$ cat src/rtl/out_port_fifo.sv
// Output-port FIFO: buffers OUT-instruction words and drains them over valid/ready.
// Optional saturating drop counter enabled by defining OUT_PORT_DROP_CNT_EN.
module out_port_fifo #(
  parameter int unsigned DEPTH = 8,
  parameter int unsigned WIDTH = 16,
  localparam int unsigned AW = $clog2(DEPTH)
) (
  input  logic             clk,
  input  logic             rst,
  input  logic             wr_valid,
  input  logic [WIDTH-1:0] wr_data,
  output logic             out_valid,
  output logic [WIDTH-1:0] out_data,
  input  logic             out_ready,
  output logic             full,
  output logic [AW:0]      count,
  output logic             overflow,
  input  logic             ovf_clr
`ifdef OUT_PORT_DROP_CNT_EN
  ,
  output logic [7:0]       drop_count
`endif
);

  localparam int unsigned CW = AW + 1;

  logic [WIDTH-1:0] mem [DEPTH];
  logic [AW-1:0]    wr_ptr;
  logic [AW-1:0]    rd_ptr;
  logic [CW-1:0]    count_nxt;
  logic             pop_c;
  logic             push_c;
  logic             drop_c;

  // A pop in the same cycle frees the slot a push into a full FIFO needs.
  assign pop_c  = out_valid & out_ready;
  assign push_c = wr_valid & (~full | pop_c);
  assign drop_c = wr_valid & full & ~pop_c;

  assign out_data = mem[rd_ptr];

  always_comb begin
    count_nxt = count;
    if (push_c && !pop_c) begin
      count_nxt = count + CW'(1);
    end else if (pop_c && !push_c) begin
      count_nxt = count - CW'(1);
    end
  end

  // Pointers, occupancy and status flags; full/out_valid track the registered count.
  always_ff @(posedge clk or posedge rst) begin
    if (rst) begin
      wr_ptr    <= '0;
      rd_ptr    <= '0;
      count     <= '0;
      out_valid <= 1'b0;
      full      <= 1'b0;
      overflow  <= 1'b0;
    end else begin
      if (push_c) begin
        wr_ptr <= wr_ptr + AW'(1);
      end
      if (pop_c) begin
        rd_ptr <= rd_ptr + AW'(1);
      end
      count     <= count_nxt;
      out_valid <= (count_nxt != '0);
      full      <= (count_nxt == CW'(DEPTH));
      if (drop_c) begin
        overflow <= 1'b1;
      end else if (ovf_clr) begin
        overflow <= 1'b0;
      end
    end
  end

  // Storage is not reset; contents are only meaningful behind out_valid.
  always_ff @(posedge clk) begin
    if (push_c) begin
      mem[wr_ptr] <= wr_data;
    end
  end

`ifdef OUT_PORT_DROP_CNT_EN
  // A drop coinciding with a clear restarts the count at one.
  always_ff @(posedge clk or posedge rst) begin
    if (rst) begin
      drop_count <= '0;
    end else if (drop_c && ovf_clr) begin
      drop_count <= 8'd1;
    end else if (drop_c) begin
      if (drop_count != 8'hFF) begin
        drop_count <= drop_count + 8'd1;
      end
    end else if (ovf_clr) begin
      drop_count <= '0;
    end
  end
`endif

endmodule
$ cat config.mk
export PLATFORM = sky130hd
export DESIGN_NAME = out_port_fifo
export DESIGN_NICKNAME = d
export VERILOG_FILES = /design/src/rtl/out_port_fifo.sv
export SDC_FILE = /design/constraint.sdc
export NUM_CORES = 1
export LEC_CHECK = 0
export CAP_MARGIN = 10
export CORE_MARGIN = 3
export CORE_UTILIZATION = 45
export CTS_CLUSTER_SIZE = 10
export DETAILED_ROUTE_END_ITERATION = 10
export PLACE_DENSITY = 0.6
export SETUP_SLACK_MARGIN = 0.15
export SYNTH_ARGS = -nofsm -noshare
export SYNTH_HDL_FRONTEND = slang
export SYNTH_SLANG_ARGS = --single-unit
$ cat constraint.sdc
create_clock -name clk -period 4.2 [get_ports clk]
set_input_delay 0.42 -clock clk [delete_from_list [all_inputs] [get_ports clk]]
set_output_delay 0.42 -clock clk [all_outputs]
set_load 0.01 [all_outputs]
==> results.toml, run 1 <==
[cts]
htree_levels = 4
postCtsSetupRepairBufs = 0
cts_tree = "done"
cts.path.max_buffers = 2
cts_root_buf = "clkbuf_16"
numClockSinks = 141
numCtsBuffers = 17
cts_hold_buf = 0
clock_latency_ps = 410
cts.clk_slew.worst_paths_ps = 60
post_cts_resized = 0

[critical_path]
required_ps = 3780
critPathCaptureType = "primary output"
cp_slowest_cell = "dfrtp_2"
path_buf_inv = 2
crit_type = "reg -> out"
cp_top_family = "multiplexers"
crit_path_cell_trace = "buf_4 > mux4_1 > mux2_2 > clkdlybuf4s50_1"
arrival_ps = 2870
critPathMaxStageDelay_ps = 810
start_kind = "register"
critPathMaxFanout = 20

[drt]
avgRoutedWirePerCell_um = 19.76
post-route-drc-count = 0
drt-initial-drc-count = 145
met1_length_um = 4374
avgViaCountPerCell = 5.232
drt-pass1-iter-count = 4
wl_um = 9902
num_vias = 2621
ant_nets = 0
highest_layer = "met4"
route.met2.wl_um = 5093
dr_wl_met3_um = 311

[synth]
synth.avg_cell_area_um2 = 21.49
synth_area_um2 = 5587
syn-instance-count = 260
yosysUniqueCellTypes = 30
yosysWarnings = 0
synth-seq-cells = 141
syn-num-nets = 285
seq_area_frac_synth_pct = 74.62

[sta]
timing.setup.tns_ps = 0
rsz0062_at_grt = "false"
hold_viol = 0
setup_slack_ps = 910.4
whs_ps = 329.6
period_minus_slack_ps = 3290
finalClockSkew_ps = 9.094
fmax_mhz = 304.0
maxSlewViolCount = 0
slew_headroom_pct = 33.26
tightest_slew_ps = 1001
finalSetupViolations = 0
finalCritPeriodShare_pct = 78.32

[pwr]
leakage_uw = 0.002282
p_seq_share_pct = 41.8
p_int_uw = 3545
power_frac_comb_pct = 27.8
power_uw = 4909
pwr-share-clk_pct = 30.4
powerDensity_nw_per_um2 = 719.1
switching_power_uw = 1364
swShare_pct = 27.78
vdd_drop_max_mv = 0.4513

[cells_and_area]
fillers = 935
areaGrowthSynthToFinish_pct = 22.19
diodes = 0
fin_nets = 346
final_cell_area_um2 = 6827
drive_gt1_share_pct = 25.53

[global_routing]
overflow = 0
first_global_vias = 2787
grt_max_degree = 35
antenna_found_initial = 0
grt_pass1_wl_um = 15930
grt.total_usage_pct = 15.54

[die]
die_height_um = 117.4
fp-row-count = 40
die_w_um = 117.4
core-area_um2 = 12060
dieArea_um2 = 13790
initial_core_util_pct = 46.32
io_pins = 44

[placement]
post-place-ws_ps = 1270
globalplace.congestion = 0.8049
dp_hpwl_um = 5912
numPortBuffers = 43
place_area_um2 = 6231

[min_path]
holdCritPathClass = "in -> async"

[status]
outcome = "finished clean"

[run]
max-cap-violations = 0
==> layout make-up <==
cell class | count | area [um2] | area share, %
clock inverter | 14 | 170.2 | 2.493
inverter | 5 | 18.77 | 0.2749
sequential | 141 | 4172 | 61.11
timing repair buffer | 53 | 505.5 | 7.405
tap | 168 | 210.2 | 3.079
clock buffer | 17 | 425.4 | 6.232
multi-input combinational | 103 | 1325 | 19.41
==> flip-flops by register name, summed over array words and instances, names as in the netlist <==
register / flops
mem: 128
count: 4
rd_ptr: 3
wr_ptr: 3
full: 1
out_valid: 1
overflow: 1
==> path summary, 6_finish.rpt <==
kind	slack, ps	endpoint	cells past startpoint	start
setup / recovery	910	out_data[11]	4	rd_ptr[0]$_DFFE_PP0P_
hold / removal	330	overflow$_DFFE_PP0P_	2	rst
setup reg to reg	1920	mem[3][5]$_DFFE_PP_	5	out_valid$_DFF_PP0_
hold reg to reg	520	wr_ptr[0]$_DFFE_PP0P_	1	wr_ptr[0]$_DFFE_PP0P_
max in group asynchronous	3500	rd_ptr[0]$_DFFE_PP0P_	2	rst
min in group clk	520	wr_ptr[0]$_DFFE_PP0P_	1	wr_ptr[0]$_DFFE_PP0P_
==> synthesized netlist by cell type <==
cell | count | area (um2)
xor2_1 | 2 | 17.52
mux2_2 | 18 | 202.7
and4b_1 | 1 | 10.01
clkbuf_1 | 2 | 7.510
a21boi_2 | 1 | 11.26
o211ai_1 | 1 | 7.510
ha_1 | 4 | 50.05
a21oi_1 | 4 | 20.02
buf_6 | 5 | 56.30
buf_2 | 4 | 20.02
mux4_2 | 20 | 450.4
nand2b_1 | 3 | 18.77
a32o_1 | 1 | 10.01
xnor2_1 | 4 | 35.03
nor2_1 | 9 | 33.78
a21bo_2 | 1 | 10.01
nor4b_2 | 1 | 15.01
nor4_1 | 1 | 6.260
mux4_1 | 12 | 315.3
inv_1 | 5 | 18.77
nand3_1 | 4 | 20.02
edfxtp_1 | 128 | 3844
o32ai_1 | 1 | 8.760
nand2_1 | 7 | 26.28
a31oi_1 | 1 | 6.260
nor3_1 | 4 | 20.02
nand3b_1 | 1 | 7.510
o21ai_0 | 1 | 5.000
dfrtp_1 | 13 | 325.3
o21a_1 | 1 | 7.510
==> placed cells by master (no fill, tap or decap), types with 3 or more instances in the layout <==
| master | netlist | routed |
|---|---|---|
| mux4_2 | 20 | 20 |
| clkdlybuf4s50_1 | 0 | 43 |
| nand2_1 | 7 | 7 |
| nand3_1 | 4 | 4 |
| mux2_2 | 18 | 18 |
| mux4_1 | 12 | 12 |
| dfrtp_1 | 13 | 11 |
| edfxtp_1 | 128 | 128 |
| inv_1 | 5 | 5 |
| nand2b_1 | 3 | 3 |
| clkbuf_16 | 0 | 17 |
| xnor2_1 | 4 | 4 |
| buf_4 | 0 | 10 |
| nor2_1 | 9 | 9 |
| bufinv_16 | 0 | 3 |
| clkinvlp_4 | 0 | 6 |
| ha_1 | 4 | 4 |
| a21oi_1 | 4 | 4 |
==> kinds of logic after synthesis <==
| family | count (synthesis) | synth area share (%) |
|---|---|---|
| adders and majority gates | 4 | 0.8959 |
| AOI/OAI and AO/OA | 12 | 1.545 |
| DFF | 141 | 74.62 |
| xor gates and xnor gates | 6 | 0.9406 |
| buffers and inverters | 16 | 1.837 |
| and+or+nand+nor | 31 | 2.822 |
| muxes | 50 | 17.33 |
==> routing by layer <==
layer | global-route usage (%) | vias to the layer above
met4 | 5.792 | 0
li1 | - | 1199
met1 | 20.02 | 1372
met5 | 0 | -
met2 | 25.07 | 42
met3 | 4.822 | 8
==> power by group through the flow <==
stage / clock network (uW) / registers (uW) / logic [uW]
2_1_floorplan: 0 / 1910 / 982
3_3_place_gp: 0 / 2080 / 1380
3_5_place_dp: 0 / 2090 / 1390
4_1_cts: 1520 / 2070 / 1400
6_report: 1490 / 2050 / 1360
5_1_grt: 1580 / 2090 / 1480
==> stage by stage <==
step | util, % | instances
floorplan | - | 260
global placement | 51.66 | 470
detailed placement | 51.66 | 470
CTS | 56.60 | 501
global route | 56.60 | 501
finish | 56.60 | 501
No activity file was read; power rests on OpenSTA's default activity.
==> run 2: changes to the inputs <==
==> constraint.sdc (replaced) <==
create_clock -name clk -period 3.21 [get_ports clk]
set_input_delay 0.321 -clock clk [delete_from_list [all_inputs] [get_ports clk]]
set_output_delay 0.321 -clock clk [all_outputs]
set_load 0.01 [all_outputs]
==> run 2 against run 1 <==
  * Register-to-register slack got worse by 690 ps
  * Routed wire length is 3.8% lower
  * Critical path depth did not move
  * Non-clock buffer count rose by 11
  * Hold slack got worse by 90 ps
  * Total power is 28% higher
  * Utilization up 0.24 points
  * Worst setup slack worse by 460 ps
  * Combinational power rose by 50%
  * Cell area up 0.42%
  * Count of clock-buffer cells in the layout is 6 higher
  * Via count rose by 0.27%
  * Largest power group unchanged
==> results.toml, run 2 (synthesis gave the netlist of run 1 again) <==
[cells_and_area]
fin_nets = 357
largest_reg_flops = 128
areaGrowthSynthToFinish_pct = 22.71
final_cell_area_um2 = 6855
drive_gt1_share_pct = 25.80
utilization_pct = 56.84
layout_commonest_cell = "edfxtp_1"
diodes = 0
reg.largest.list = "mem x128, count x4"
largest-register = "mem"
final_cell_mix = "128 x edfxtp_1, 43 x clkdlybuf4s50_1, 21 x buf_4"

[sta]
slew_headroom_pct = 67.20
rsz0062_at_grt = "false"
fmax_mhz = 363.0
maxSlewViolCount = 0
finalCritPeriodShare_pct = 85.82
setup_slack_ps = 455.1
hold_viol = 0
finalSetupViolations = 0
timing.setup.tns_ps = 0
tightest_slew_ps = 491.4
period_minus_slack_ps = 2755
finalClockSkew_ps = 3.853

[status]
outcome = "finished clean"

[pwr]
power_frac_comb_pct = 32.4
p_seq_share_pct = 39.4
powerDensity_nw_per_um2 = 916.9
leakage_uw = 0.002334
switching_power_uw = 1688
pwr-share-clk_pct = 28.2
swShare_pct = 26.86
vdd_drop_max_mv = 0.5763
p_int_uw = 4597

[cts]
numCtsBuffers = 17
numClockSinks = 141
cts_hold_buf = 0
cts_tree = "done"
clock_latency_ps = 400
postCtsSetupRepairBufs = 0
post_cts_resized = 0
cts_root_buf = "clkbuf_16"
cts.clk_slew.worst_paths_ps = 50
htree_levels = 4
cts.path.max_buffers = 2

[run]
max-cap-violations = 0

[drt]
drt-initial-drc-count = 186
avgRoutedWirePerCell_um = 18.57
wl_um = 9528
ant_nets = 0
num_vias = 2628
drt-pass1-iter-count = 4
post-route-drc-count = 0
avgViaCountPerCell = 5.123

[placement]
post-place-ws_ps = 781.4
place_area_um2 = 6312
dp_hpwl_um = 6000
globalplace.congestion = 0.7641
numPortBuffers = 43

[global_routing]
grt_max_degree = 19
antenna_found_initial = 0
first_global_vias = 2789
grt.total_usage_pct = 15.19
overflow = 0
grt_pass1_wl_um = 15420

[critical_path]
start_kind = "register"
arrival_ps = 2430
rrSetupSlack_ps = 1230
crit_type = "reg -> out"
required_ps = 2890
critPathCaptureType = "primary output"
critPathMaxFanout = 18

[die]
io_pins = 44
initial_core_util_pct = 46.32
core-area_um2 = 12060
fp-row-count = 40
dieArea_um2 = 13790
die_height_um = 117.4
die_w_um = 117.4

[min_path]
holdCritPathClass = "in -> async"
==> run 2: metal layers <==
metal / up-vias / share of wire, % / GRT usage, %
li1: 1223 / - / -
met1: 1336 / 45 / 20.33
met2: 65 / 49 / 23.09
met3: 4 / 5.8 / 5.738
met4: 0 / 0.65 / 5.279
met5: - / 0 / 0
==> run 2: final cells by class <==
type | count | area [um2]
multi-input cells | 103 | 1325
repair buffers | 64 | 588.1
well taps | 168 | 210.2
flip-flops and latches | 141 | 4170
clock buffers | 23 | 447.9
fillers | 932 | 5206
inverters | 5 | 18.77
clock inverters | 9 | 95.09
==> run 2: per-stage QoR <==
step / hold slack (ps) / total power (uW) / instances
2_1_floorplan: 198.0 / 3778 / 260
3_3_place_gp: 502.5 / 4576 / 481
3_5_place_dp: 533.5 / 4595 / 481
4_1_cts: 236.5 / 6390 / 513
5_1_grt: 257.7 / 6632 / 513
6_report: 239.8 / 6285 / 513
==> run 2: power groups by stage <==
stage	Sequential (uW)	Clock [uW]	Combinational, uW
4_1_cts	2480	1820	2090
3_3_place_gp	2500	0	2080
2_1_floorplan	2490	0	1280
6_report	2480	1770	2040
3_5_place_dp	2510	0	2080
5_1_grt	2510	1910	2220
==> run 2: worst max-delay path: stages, from the launching register on <==
cell	delay, ps
dfrtp_2	350
buf_4	320
mux4_1	610
mux2_2	280
clkdlybuf4s50_1	480
==> run 2: worst paths after layout <==
check / from / to / cells past startpoint
worst max-delay path: rd_ptr[0]$_DFFE_PP0P_ / out_data[6] / 4
min in group clk: ovf_clr / overflow$_DFFE_PP0P_ / 2
max in group asynchronous: rst / rd_ptr[0]$_DFFE_PP0P_ / 2
worst min-delay path: rst / full$_DFF_PP0_ / 2
worst max register to register: out_valid$_DFF_PP0_ / mem[2][9]$_DFFE_PP_ / 5
worst min register to register: wr_ptr[0]$_DFFE_PP0P_ / wr_ptr[0]$_DFFE_PP0P_ / 1
